===== src/rtl/life_frame_capture_if.sv =====
// Cell stream interface carrying the Game-of-Life engine's serial output.
//   in_valid : a cell bit and its index are present this cycle
//   in_idx   : row-major cell index (row*COLS + col)
//   in_bit   : cell state, 1 = alive
// master = the engine driving the stream, slave = the frame capture block.
interface life_frame_capture_if #(
    parameter int IDX_W = 6
);
    logic             in_valid;
    logic [IDX_W-1:0] in_idx;
    logic             in_bit;

    modport master (output in_valid, output in_idx, output in_bit);
    modport slave  (input  in_valid, input  in_idx, input  in_bit);
endinterface


===== src/rtl/life_frame_capture.sv =====
// Deserialises the Game-of-Life cell stream into a frame buffer, commits each
// completed generation atomically, derives population / generation / pattern
// flags, and exposes the committed frame one row at a time.
// Ports:
//   clk, rst_n   : clock (rising edge), asynchronous active-low reset
//   clear        : synchronous soft clear (everything except the row_data path)
//   cell_if      : slave side of the cell stream (in_valid, in_idx, in_bit)
//   row_sel      : row of the committed frame to read
//   row_data     : registered committed row, bit c = column c
//   frame_valid  : one-cycle pulse when a new frame commits
//   population   : live cells in the committed frame
//   generation   : frames committed since reset/clear (saturating)
//   still_life   : committed frame equals the previous one
//   osc2         : committed frame equals the one two commits back, not the previous
//   extinct      : committed frame is empty
//   seq_err      : sticky out-of-order index flag
module life_frame_capture #(
    parameter int ROWS  = 8,
    parameter int COLS  = 8,
    parameter int GEN_W = 16
) (
    input  logic                          clk,
    input  logic                          rst_n,
    input  logic                          clear,
    life_frame_capture_if.slave           cell_if,
    input  logic [$clog2(ROWS)-1:0]       row_sel,
    output logic [COLS-1:0]               row_data,
    output logic                          frame_valid,
    output logic [$clog2(ROWS*COLS):0]    population,
    output logic [GEN_W-1:0]              generation,
    output logic                          still_life,
    output logic                          osc2,
    output logic                          extinct,
    output logic                          seq_err
);
    localparam int N     = ROWS * COLS;
    localparam int IDX_W = $clog2(N);
    localparam int POP_W = IDX_W + 1;
    localparam logic [IDX_W-1:0] LAST_IDX = IDX_W'(N - 1);

    logic [N-1:0]     cap_q, cap_d, cur_q, cur_d;
    logic [N-1:0]     prev1_q, prev1_d, prev2_q, prev2_d;
    logic [POP_W-1:0] run_cnt_q, run_cnt_d, population_q, population_d;
    logic [IDX_W-1:0] exp_q, exp_d;
    logic             have_prev_q, have_prev_d, have_prev2_q, have_prev2_d;
    logic             frame_valid_q, frame_valid_d;
    logic [GEN_W-1:0] generation_q, generation_d;
    logic             still_life_q, still_life_d, osc2_q, osc2_d;
    logic             extinct_q, extinct_d, seq_err_q, seq_err_d;
    logic [COLS-1:0]  row_data_q, row_data_d;

    logic [N-1:0]     new_frame;
    logic [POP_W-1:0] new_pop;
    logic             idx_match;

    function automatic logic [GEN_W-1:0] sat_inc(input logic [GEN_W-1:0] v);
        return (v == {GEN_W{1'b1}}) ? v : v + GEN_W'(1);
    endfunction

    always_comb begin
        cap_d         = cap_q;
        cur_d         = cur_q;
        prev1_d       = prev1_q;
        prev2_d       = prev2_q;
        run_cnt_d     = run_cnt_q;
        exp_d         = exp_q;
        have_prev_d   = have_prev_q;
        have_prev2_d  = have_prev2_q;
        frame_valid_d = 1'b0;
        population_d  = population_q;
        generation_d  = generation_q;
        still_life_d  = still_life_q;
        osc2_d        = osc2_q;
        extinct_d     = extinct_q;
        seq_err_d     = seq_err_q;

        // Frame as it will look if this cycle carries the last cell.
        new_frame          = cap_q;
        new_frame[N-1]     = cell_if.in_bit;
        new_pop            = run_cnt_q + POP_W'(cell_if.in_bit);
        idx_match          = (cell_if.in_idx == exp_q);

        // Readout always tracks cur, even across a soft clear.
        row_data_d = '0;
        for (int r = 0; r < ROWS; r++) begin
            if (int'(row_sel) == r) row_data_d = cur_q[r*COLS +: COLS];
        end

        if (clear) begin
            cap_d        = '0;
            cur_d        = '0;
            prev1_d      = '0;
            prev2_d      = '0;
            run_cnt_d    = '0;
            exp_d        = '0;
            have_prev_d  = 1'b0;
            have_prev2_d = 1'b0;
            population_d = '0;
            generation_d = '0;
            still_life_d = 1'b0;
            osc2_d       = 1'b0;
            extinct_d    = 1'b0;
            seq_err_d    = 1'b0;
        end else if (cell_if.in_valid) begin
            if (!idx_match) begin
                seq_err_d = 1'b1;
                run_cnt_d = '0;
                exp_d     = '0;
            end
            // An out-of-order index 0 restarts capture with this cell.
            if (idx_match || cell_if.in_idx == '0) begin
                cap_d[cell_if.in_idx] = cell_if.in_bit;
                run_cnt_d = (idx_match ? run_cnt_q : '0) + POP_W'(cell_if.in_bit);
                exp_d     = cell_if.in_idx + IDX_W'(1);
                if (idx_match && cell_if.in_idx == LAST_IDX) begin
                    cur_d         = new_frame;
                    prev1_d       = cur_q;
                    prev2_d       = prev1_q;
                    population_d  = new_pop;
                    run_cnt_d     = '0;
                    exp_d         = '0;
                    generation_d  = sat_inc(generation_q);
                    still_life_d  = have_prev_q & (new_frame == cur_q);
                    osc2_d        = have_prev2_q & (new_frame == prev1_q) & (new_frame != cur_q);
                    extinct_d     = (new_pop == '0);
                    have_prev2_d  = have_prev_q;
                    have_prev_d   = 1'b1;
                    frame_valid_d = 1'b1;
                end
            end
        end
    end

    always_ff @(posedge clk or negedge rst_n) begin
        if (!rst_n) begin
            cap_q         <= '0;
            cur_q         <= '0;
            prev1_q       <= '0;
            prev2_q       <= '0;
            run_cnt_q     <= '0;
            exp_q         <= '0;
            have_prev_q   <= 1'b0;
            have_prev2_q  <= 1'b0;
            frame_valid_q <= 1'b0;
            population_q  <= '0;
            generation_q  <= '0;
            still_life_q  <= 1'b0;
            osc2_q        <= 1'b0;
            extinct_q     <= 1'b0;
            seq_err_q     <= 1'b0;
            row_data_q    <= '0;
        end else begin
            cap_q         <= cap_d;
            cur_q         <= cur_d;
            prev1_q       <= prev1_d;
            prev2_q       <= prev2_d;
            run_cnt_q     <= run_cnt_d;
            exp_q         <= exp_d;
            have_prev_q   <= have_prev_d;
            have_prev2_q  <= have_prev2_d;
            frame_valid_q <= frame_valid_d;
            population_q  <= population_d;
            generation_q  <= generation_d;
            still_life_q  <= still_life_d;
            osc2_q        <= osc2_d;
            extinct_q     <= extinct_d;
            seq_err_q     <= seq_err_d;
            row_data_q    <= row_data_d;
        end
    end

    assign row_data    = row_data_q;
    assign frame_valid = frame_valid_q;
    assign population  = population_q;
    assign generation  = generation_q;
    assign still_life  = still_life_q;
    assign osc2        = osc2_q;
    assign extinct     = extinct_q;
    assign seq_err     = seq_err_q;
endmodule


===== src/flat_wrapper.sv =====
// flat-port wrapper written by rule: the top's interface ports become plain ports
module life_frame_capture_flat 
#(
    parameter int ROWS  = 8,
    parameter int COLS  = 8,
    parameter int GEN_W = 16
)
  (clk, rst_n, clear, row_sel, row_data, frame_valid, population, generation, still_life, osc2, extinct, seq_err, cell_if_in_valid, cell_if_in_idx, cell_if_in_bit);
  life_frame_capture_if #(.IDX_W(6)) cell_if_i ();
  input  logic clk;
  input  logic rst_n;
  input  logic clear;
  input  logic [$clog2(ROWS)-1:0] row_sel;
  output logic [COLS-1:0] row_data;
  output logic frame_valid;
  output logic [$clog2(ROWS*COLS):0] population;
  output logic [GEN_W-1:0] generation;
  output logic still_life;
  output logic osc2;
  output logic extinct;
  output logic seq_err;
  input wire logic [$bits(cell_if_i.in_valid)-1:0] cell_if_in_valid;
  input wire logic [$bits(cell_if_i.in_idx)-1:0] cell_if_in_idx;
  input wire logic [$bits(cell_if_i.in_bit)-1:0] cell_if_in_bit;
  assign cell_if_i.in_valid = cell_if_in_valid;
  assign cell_if_i.in_idx = cell_if_in_idx;
  assign cell_if_i.in_bit = cell_if_in_bit;
  life_frame_capture #(.ROWS(ROWS), .COLS(COLS), .GEN_W(GEN_W)) u_core (.clk(clk), .rst_n(rst_n), .clear(clear), .cell_if(cell_if_i), .row_sel(row_sel), .row_data(row_data), .frame_valid(frame_valid), .population(population), .generation(generation), .still_life(still_life), .osc2(osc2), .extinct(extinct), .seq_err(seq_err));
endmodule

===== config.mk =====
export PLATFORM = sky130hd
export DESIGN_NAME = life_frame_capture_flat
export DESIGN_NICKNAME = d
export VERILOG_FILES = /design/src/rtl/life_frame_capture_if.sv /design/src/rtl/life_frame_capture.sv /design/src/flat_wrapper.sv
export SDC_FILE = /design/constraint.sdc
export NUM_CORES = 1
export LEC_CHECK = 0
export CAP_MARGIN = 20
export CORE_ASPECT_RATIO = 1.1
export CORE_MARGIN = 4
export CORE_UTILIZATION = 45
export CTS_CLUSTER_DIAMETER = 50
export DETAILED_ROUTE_END_ITERATION = 8
export GPL_ROUTABILITY_DRIVEN = 0
export GPL_TIMING_DRIVEN = 0
export PLACE_DENSITY = 0.64
export SKIP_CTS_REPAIR_TIMING = 1
export SYNTH_ARGS = -nofsm -noshare
export SYNTH_HDL_FRONTEND = slang
export SYNTH_SLANG_ARGS = --single-unit

===== constraint.sdc =====
create_clock -name clk -period 2.7 [get_ports clk]
set_clock_uncertainty 0.15 [all_clocks]
set_input_delay 0.675 -clock clk [delete_from_list [all_inputs] [get_ports clk]]
set_output_delay 0.675 -clock clk [all_outputs]
set_load 0.01 [all_outputs]

== Word-level counts from Yosys, hierarchy flattened ==
Cells that the tools add are included.
Word-level totals
  bits in registers: 243
  output and inout port bits: 36
Operators by class
  reductions and logical operators: 14
  $lt $le $gt $ge: 2
  bitwise operators: 3
  add/subtract/negate cells: 4
  equal/unequal tests: 16
  muxes and demuxes: 68
Operators by type and width (number)
  2-to-1 mux 64 bit: 11
  == test 64 bit: 2
  2-to-1 mux 16 bit: 5
  bitwise mux 64 bit: 1
  2-to-1 mux 8 bit: 8
  != test 64 bit: 1
  2-to-1 mux 7 bit: 9
  2-to-1 mux 6 bit: 5
  2-to-1 mux 1 bit: 28
  adder 16 x 1 -> 16 bit (second input constant): 1
  == test 16 bit (second input constant): 1
  adder 7 x 1 -> 7 bit: 2
  == test 3 bit (second input constant): 4
  logical NOT 7 bit: 1
  < comparator 6 x 7 -> 1 bit (second input constant): 1
  adder 6 x 1 -> 6 bit (second input constant): 1
  demux 1 bit (select 6 bit): 1
  == test 3 x 2 -> 1 bit (second input constant): 2
  == test 6 bit: 1
  == test 6 bit (second input constant): 1
  greater-or-equal comparator 6 x 1 -> 1 bit (second input constant): 1
  logical NOT 6 bit: 1
  AND reduction 2 bit: 3
  nonzero test 2 bit: 3
  other kinds (9): 13

== Longest topological paths before layout ==
  depth after elaboration: 9
  depth in mapped cells: 11

== Worst setup path before layout ==
Ideal clock, no wire load.
  path type: input -> register
  from: input port cell_if_in_idx[0]
  to: register u_core.run_cnt_q[4]
  setup time: 0.078 ns
  path buffers: 1
  stages on the path: 9
  arrival: 2.551 ns
  setup slack: -0.079 ns
  cell sequence: clkbuf_1 -> xor2_1 -> nor3_2 -> and3_1 -> ha_1 -> ha_1 -> and3_1 -> or3b_2 -> a21oi_1
Between the ends
  longest elaborated chain between the ends: 7
  elaborated cells on any way between the ends: 11
  classes of those cells: add/sub: 1; eq/ne: 2; mux: 5; reduce/logical: 3
Ends and longest elaborated chain
  from (decl): RTL line flat_wrapper.sv:23  | input wire logic [$bits(cell_if_i.in_idx)-1:0] cell_if_in_idx;
  == test 6 bit: RTL line life_frame_capture.sv:81  | idx_match = (cell_if.in_idx == exp_q);
  2-to-1 mux 7 bit
  adder 7 x 1 -> 7 bit: RTL line life_frame_capture.sv:113  | run_cnt_d = (idx_match ? run_cnt_q : '0) + POP_W'(cell_if.in_bit);
  2-to-1 mux 7 bit: RTL line life_frame_capture.sv:115  | if (idx_match && cell_if.in_idx == LAST_IDX) begin
  2-to-1 mux 7 bit *: RTL line life_frame_capture.sv:111  | if (idx_match || cell_if.in_idx == '0) begin
  2-to-1 mux 7 bit *: RTL line life_frame_capture.sv:104  | end else if (cell_if.in_valid) begin
  2-to-1 mux 7 bit *: RTL line life_frame_capture.sv:89  | if (clear) begin
  to (signal assigned): RTL line life_frame_capture.sv:157  | run_cnt_q <= run_cnt_d;
  to (decl): RTL line life_frame_capture.sv:43  | logic [POP_W-1:0] run_cnt_q, run_cnt_d, population_q, population_d;
Mark *: on every way between the ends. The rest lies on a longest branch, timed or not. The select of a mux whose other input is x is not followed.
A chain may end at the register's enable or synchronous reset.

== Final worst setup path ==
  from: input port clear
  to: register u_core.have_prev2_q
Between the ends
  longest elaborated chain between the ends: 2
  elaborated cells on any way between the ends: 5
  classes of those cells: mux: 1; reduce/logical: 4
Ends and longest elaborated chain
  from (decl): RTL line flat_wrapper.sv:12  | input logic clear;
  nonzero test 2 bit (no line)
  AND reduction 3 bit (no line)
  to (signal assigned): RTL line life_frame_capture.sv:160  | have_prev2_q <= have_prev2_d;
  to (decl): RTL line life_frame_capture.sv:45  | logic have_prev_q, have_prev_d, have_prev2_q, have_prev2_d;
Parallel ways exist; a longest one is shown, timed or not.

==> metrics.md <==
| Metric | Value |
|---|---|
| Status | `completed` |
| Core area | `27200 um^2` |
| DRT iter0 DRCs | `1368` |
| CP required | `2950 ps` |
| DRC | `0` |
| Clk buf depth | `3` |
| Pin count of the biggest net entering global routing | `98` |
| Worst-case reg-to-reg path depth | `6` |
| Area leader, netlist | `dfrtp_1` |
| Vias | `11100` |
| Cell Rows | `63` |
| Hold_ws | `370 ps` |
| TritonCTS Buffers | `31` |
| TritonCTS clock tree | `built` |
| Startpoint types | `primary input` |
| Vias/cell | `6.01` |
| Power Internal | `0.00635 W` |
| First-pass GRT wire length | `65.5 mm` |
| ANT nets after route | `0` |
| Setup-failing EPs final | `0` |
| RR Startpoint | `u_core.cap_q[48]$_DFFE_PN0P_` |
| WL/cell | `23.4 um` |
| Fillers | `2487` |
| Register area share after synthesis | `48.4%` |
| Die height | `183 um` |
| Worst hold path endpoint | `u_core.seq_err$_DFFE_PN0P_` |
| Chip width | `167 um` |
| Initial cell density of the core | `46.0%` |
| Synthesized net count | `1385` |
| Post-Synthesis Cell Area | `12500 um^2` |
| Clk sinks | `242` |
| Register area | `6060 um^2` |
| Hold Path Depth | `2` |
| Worst-path fanout max | `10` |
| Sw Ratio | `23.4%` |
| Total GRT Usage | `27.5%` |
| Worst Path Arrival | `2840 ps` |
| Yosys warns | `0` |
| Setup CP Type | `primary input to register` |
| Final Hold Vio Count | `0` |
| HP Start | `u_core.seq_err$_DFFE_PN0P_` |
| Power share of the clock group | `51.8%` |
| Sw Pwr | `0.00194 W` |
| Async set-or-reset flop fraction in the synthesized netlist | `100%` |
| Worst vdd ir | `0.489 mV` |
| Buffers on Ports | `46` |
| EDFF count, synth | `0` |
| Die area | `30500 um^2` |
| Grt ovf | `0` |
| Finished Layout Cells | `1844` |
| Placed wire-length estimate | `31.1 mm` |
| Syn avg cell area | `9.17 um^2` |
| Number of global-route vias before repair | `10800` |
| Layout cells sized above 1 | `11.2%` |
| Synth top area cells | `dfrtp_1 48%, nand2_1 10%, a21oi_1 6.0%, xnor2_1 5.6%, xor2_1 4.1%` |
| Leak | `6.34 nW` |
| Detailed-router iteration count before antenna repair | `6` |
| Normalized max-slew margin | `44.0%` |
| Final Net Count | `1485` |
| Initial antenna violation count | `0` |
| Clk_lat worst skew | `570 ps` |
| Tightest Pin Transition | `840 ps` |
| I/O Pins | `50` |
| Unrepaired setup endpoints after global routing | `no` |
| Total power | `0.00829 W` |
| Setup slack, reg-to-reg | `180 ps` |
| Min-delay worst type | `register to register` |
| Yosys top cell area share | `48.4%` |
| R2r endpoint | `u_core.osc2$_DFFE_PN0P_` |
| Final wirelength | `43.1 mm` |
| CTS H-Tree Depth | `1` |
| Fin crit period | `2590 ps` |
| Multi-input logic area | `6180 um^2` |
| Dominant synthesized flop cell | `dfrtp_1` |
| Syn-to-layout area delta | `20.4%` |
| Final Slew Violations | `0` |
| Seq pwr share | `43.8%` |
| Cell variety after synth | `59` |
| Root Buffer Master | `clkbuf_16` |
| Clk slew on worst S/H paths | `50 ps` |
| Register bit total from synthesis | `242` |
| Pwr dens | `551 nW/um^2` |
| Max Clk Rate | `386 MHz` |
| Cells after Synth | `1364` |
| Tcrit/Tclk final | `95.9%` |
| Combinational share of power | `4.4%` |
| Post-Place Cells | `1771` |
| Antenna diode count | `0` |
| Crit. End Element | `register` |
| Reported max-cap violation count | `0` |
## cell type report
type | instances | share of cell area (%)
inverters | 41 | 1.02
clock buffers | 43 | 5.78
flip-flops and latches | 242 | 40.2
multi-input cells | 992 | 41.0
well taps | 357 | 2.97
plain buffers | 88 | 2.95
repair buffers | 68 | 4.72
clock inverters | 13 | 1.30
## layout by cell type, fill, tap and decap left out, drive strengths merged, types with 5 or more instances in the layout
cell type      instances
nand2                344
dfrtp                242
a21oi                152
clkbuf               109
xnor2                 80
xor2                  58
nor2                  48
a32o                  44
buf                   44
inv                   43
clkdlybuf4s50         39
o21ai                 29
nand4                 27
nor4                  27
nand3                 20
nor3                  17
a211o                 16
nor2b                 12
a22o                  12
nand2b                10
and3                  10
mux4                   8
ha                     7
mux2i                  6
mux2                   6
dlymetal6s2s           6
or3                    6
clkinv                 6
o22ai                  5
## flip-flops by register name, summed over array words and instances (netlist names)
signal and count:
u_core.still_life 1, u_core.exp_q 6, u_core.generation 16, u_core.frame_valid 1
u_core.cur_q 64, u_core.prev1_q 64, u_core.osc2 1, u_core.population 7
u_core.row_data 8, u_core.run_cnt_q 7, u_core.cap_q 63, u_core.have_prev_q 1
u_core.have_prev2_q 1, u_core.extinct 1, u_core.seq_err 1
## kinds of logic after synthesis
| group | after synthesis | synth area share, % |
|---|---|---|
| flops | 242 | 48.4 |
| simple gates | 543 | 19.6 |
| buf+inv | 131 | 4.32 |
| compound gates | 283 | 14.8 |
| fa+ha+maj | 7 | 0.700 |
| xor+xnor | 138 | 9.66 |
| mux | 20 | 2.46 |
## through the flow
| stage | area, um^2 | utilization [%] | setup TNS, ps | setup slack, ps |
|---|---|---|---|---|
| floorplan | 12500 | - | 0 | 7.95 |
| global placement | 13500 | 49.5 | -2618840 | -9730 |
| detailed placement | 13500 | 49.8 | -268000 | -1500 |
| CTS | 14600 | 53.7 | -137180 | -933 |
| global route | 15100 | 55.4 | 0 | 19.6 |
| finish | 15100 | 55.4 | 0 | 111 |
## Yosys cell counts, types with 3 or more instances
cell type / count
a221o_1: 3
dfrtp_1: 242
mux2_2: 6
a32o_1: 44
a21oi_1: 151
nand2b_1: 10
nor2_1: 48
nor4_1: 24
buf_2: 9
nand4_1: 26
a311o_1: 4
o21ai_1: 8
a22o_1: 12
o2bb2ai_1: 3
xnor2_1: 80
and3_1: 10
a211o_1: 16
o21ai_0: 21
nor4_2: 3
nor3_2: 3
o22ai_1: 5
nand3_1: 20
nor4b_1: 3
xor2_1: 58
buf_4: 10
nand2_1: 344
nor2b_1: 12
inv_1: 41
mux2i_1: 6
mux4_2: 8
or3_1: 6
and2_1: 4
clkbuf_1: 70
ha_1: 7
nor3_1: 13
## worst max path at each step
stage                                                 from                               end  slack (ps)  cells after the start
after global routing      u_core.generation[0]$_DFFE_PN0P_  u_core.generation[3]$_DFFE_PN0P_          20                      8
after detailed placement                 cell_if_in_idx[1]       u_core.cur_q[1]$_DFFE_PN0P_       -1500                      9
after CTS                                cell_if_in_idx[1]       u_core.cur_q[3]$_DFFE_PN0P_        -930                      9
after global placement                               rst_n  u_core.generation[5]$_DFFE_PN0P_       -9730                      1
after floorplan                          cell_if_in_idx[0]        u_core.extinct$_DFFE_PN0P_           8                      6
final                                                clear   u_core.have_prev2_q$_DFFE_PN0P_         110                      5
## worst max-delay path, stage by stage
cell	delay (ps)
clkdlybuf4s50_1	510
clkbuf_1	370
clkbuf_1	510
clkbuf_1	640
a21oi_1	120
## routing by layer
layer  global-route usage, %  part of all wire, %
met1                    37.7                   40
met2                    42.8                   45
met3                    4.46                  8.5
met4                    13.9                  6.5
met5                       0                    0
## power by group through the flow
stage / registers [W] / clock network, W / logic, W
after floorplan: 0.00370 / 0 / 0.000154
after detailed placement: 0.00370 / 0 / 0.000336
after global routing: 0.00363 / 0.00450 / 0.000398
final: 0.00363 / 0.00430 / 0.000363
after CTS: 0.00363 / 0.00434 / 0.000337
after global placement: 0.00370 / 0 / 0.000323
No activity file was read; power rests on OpenSTA's default activity.
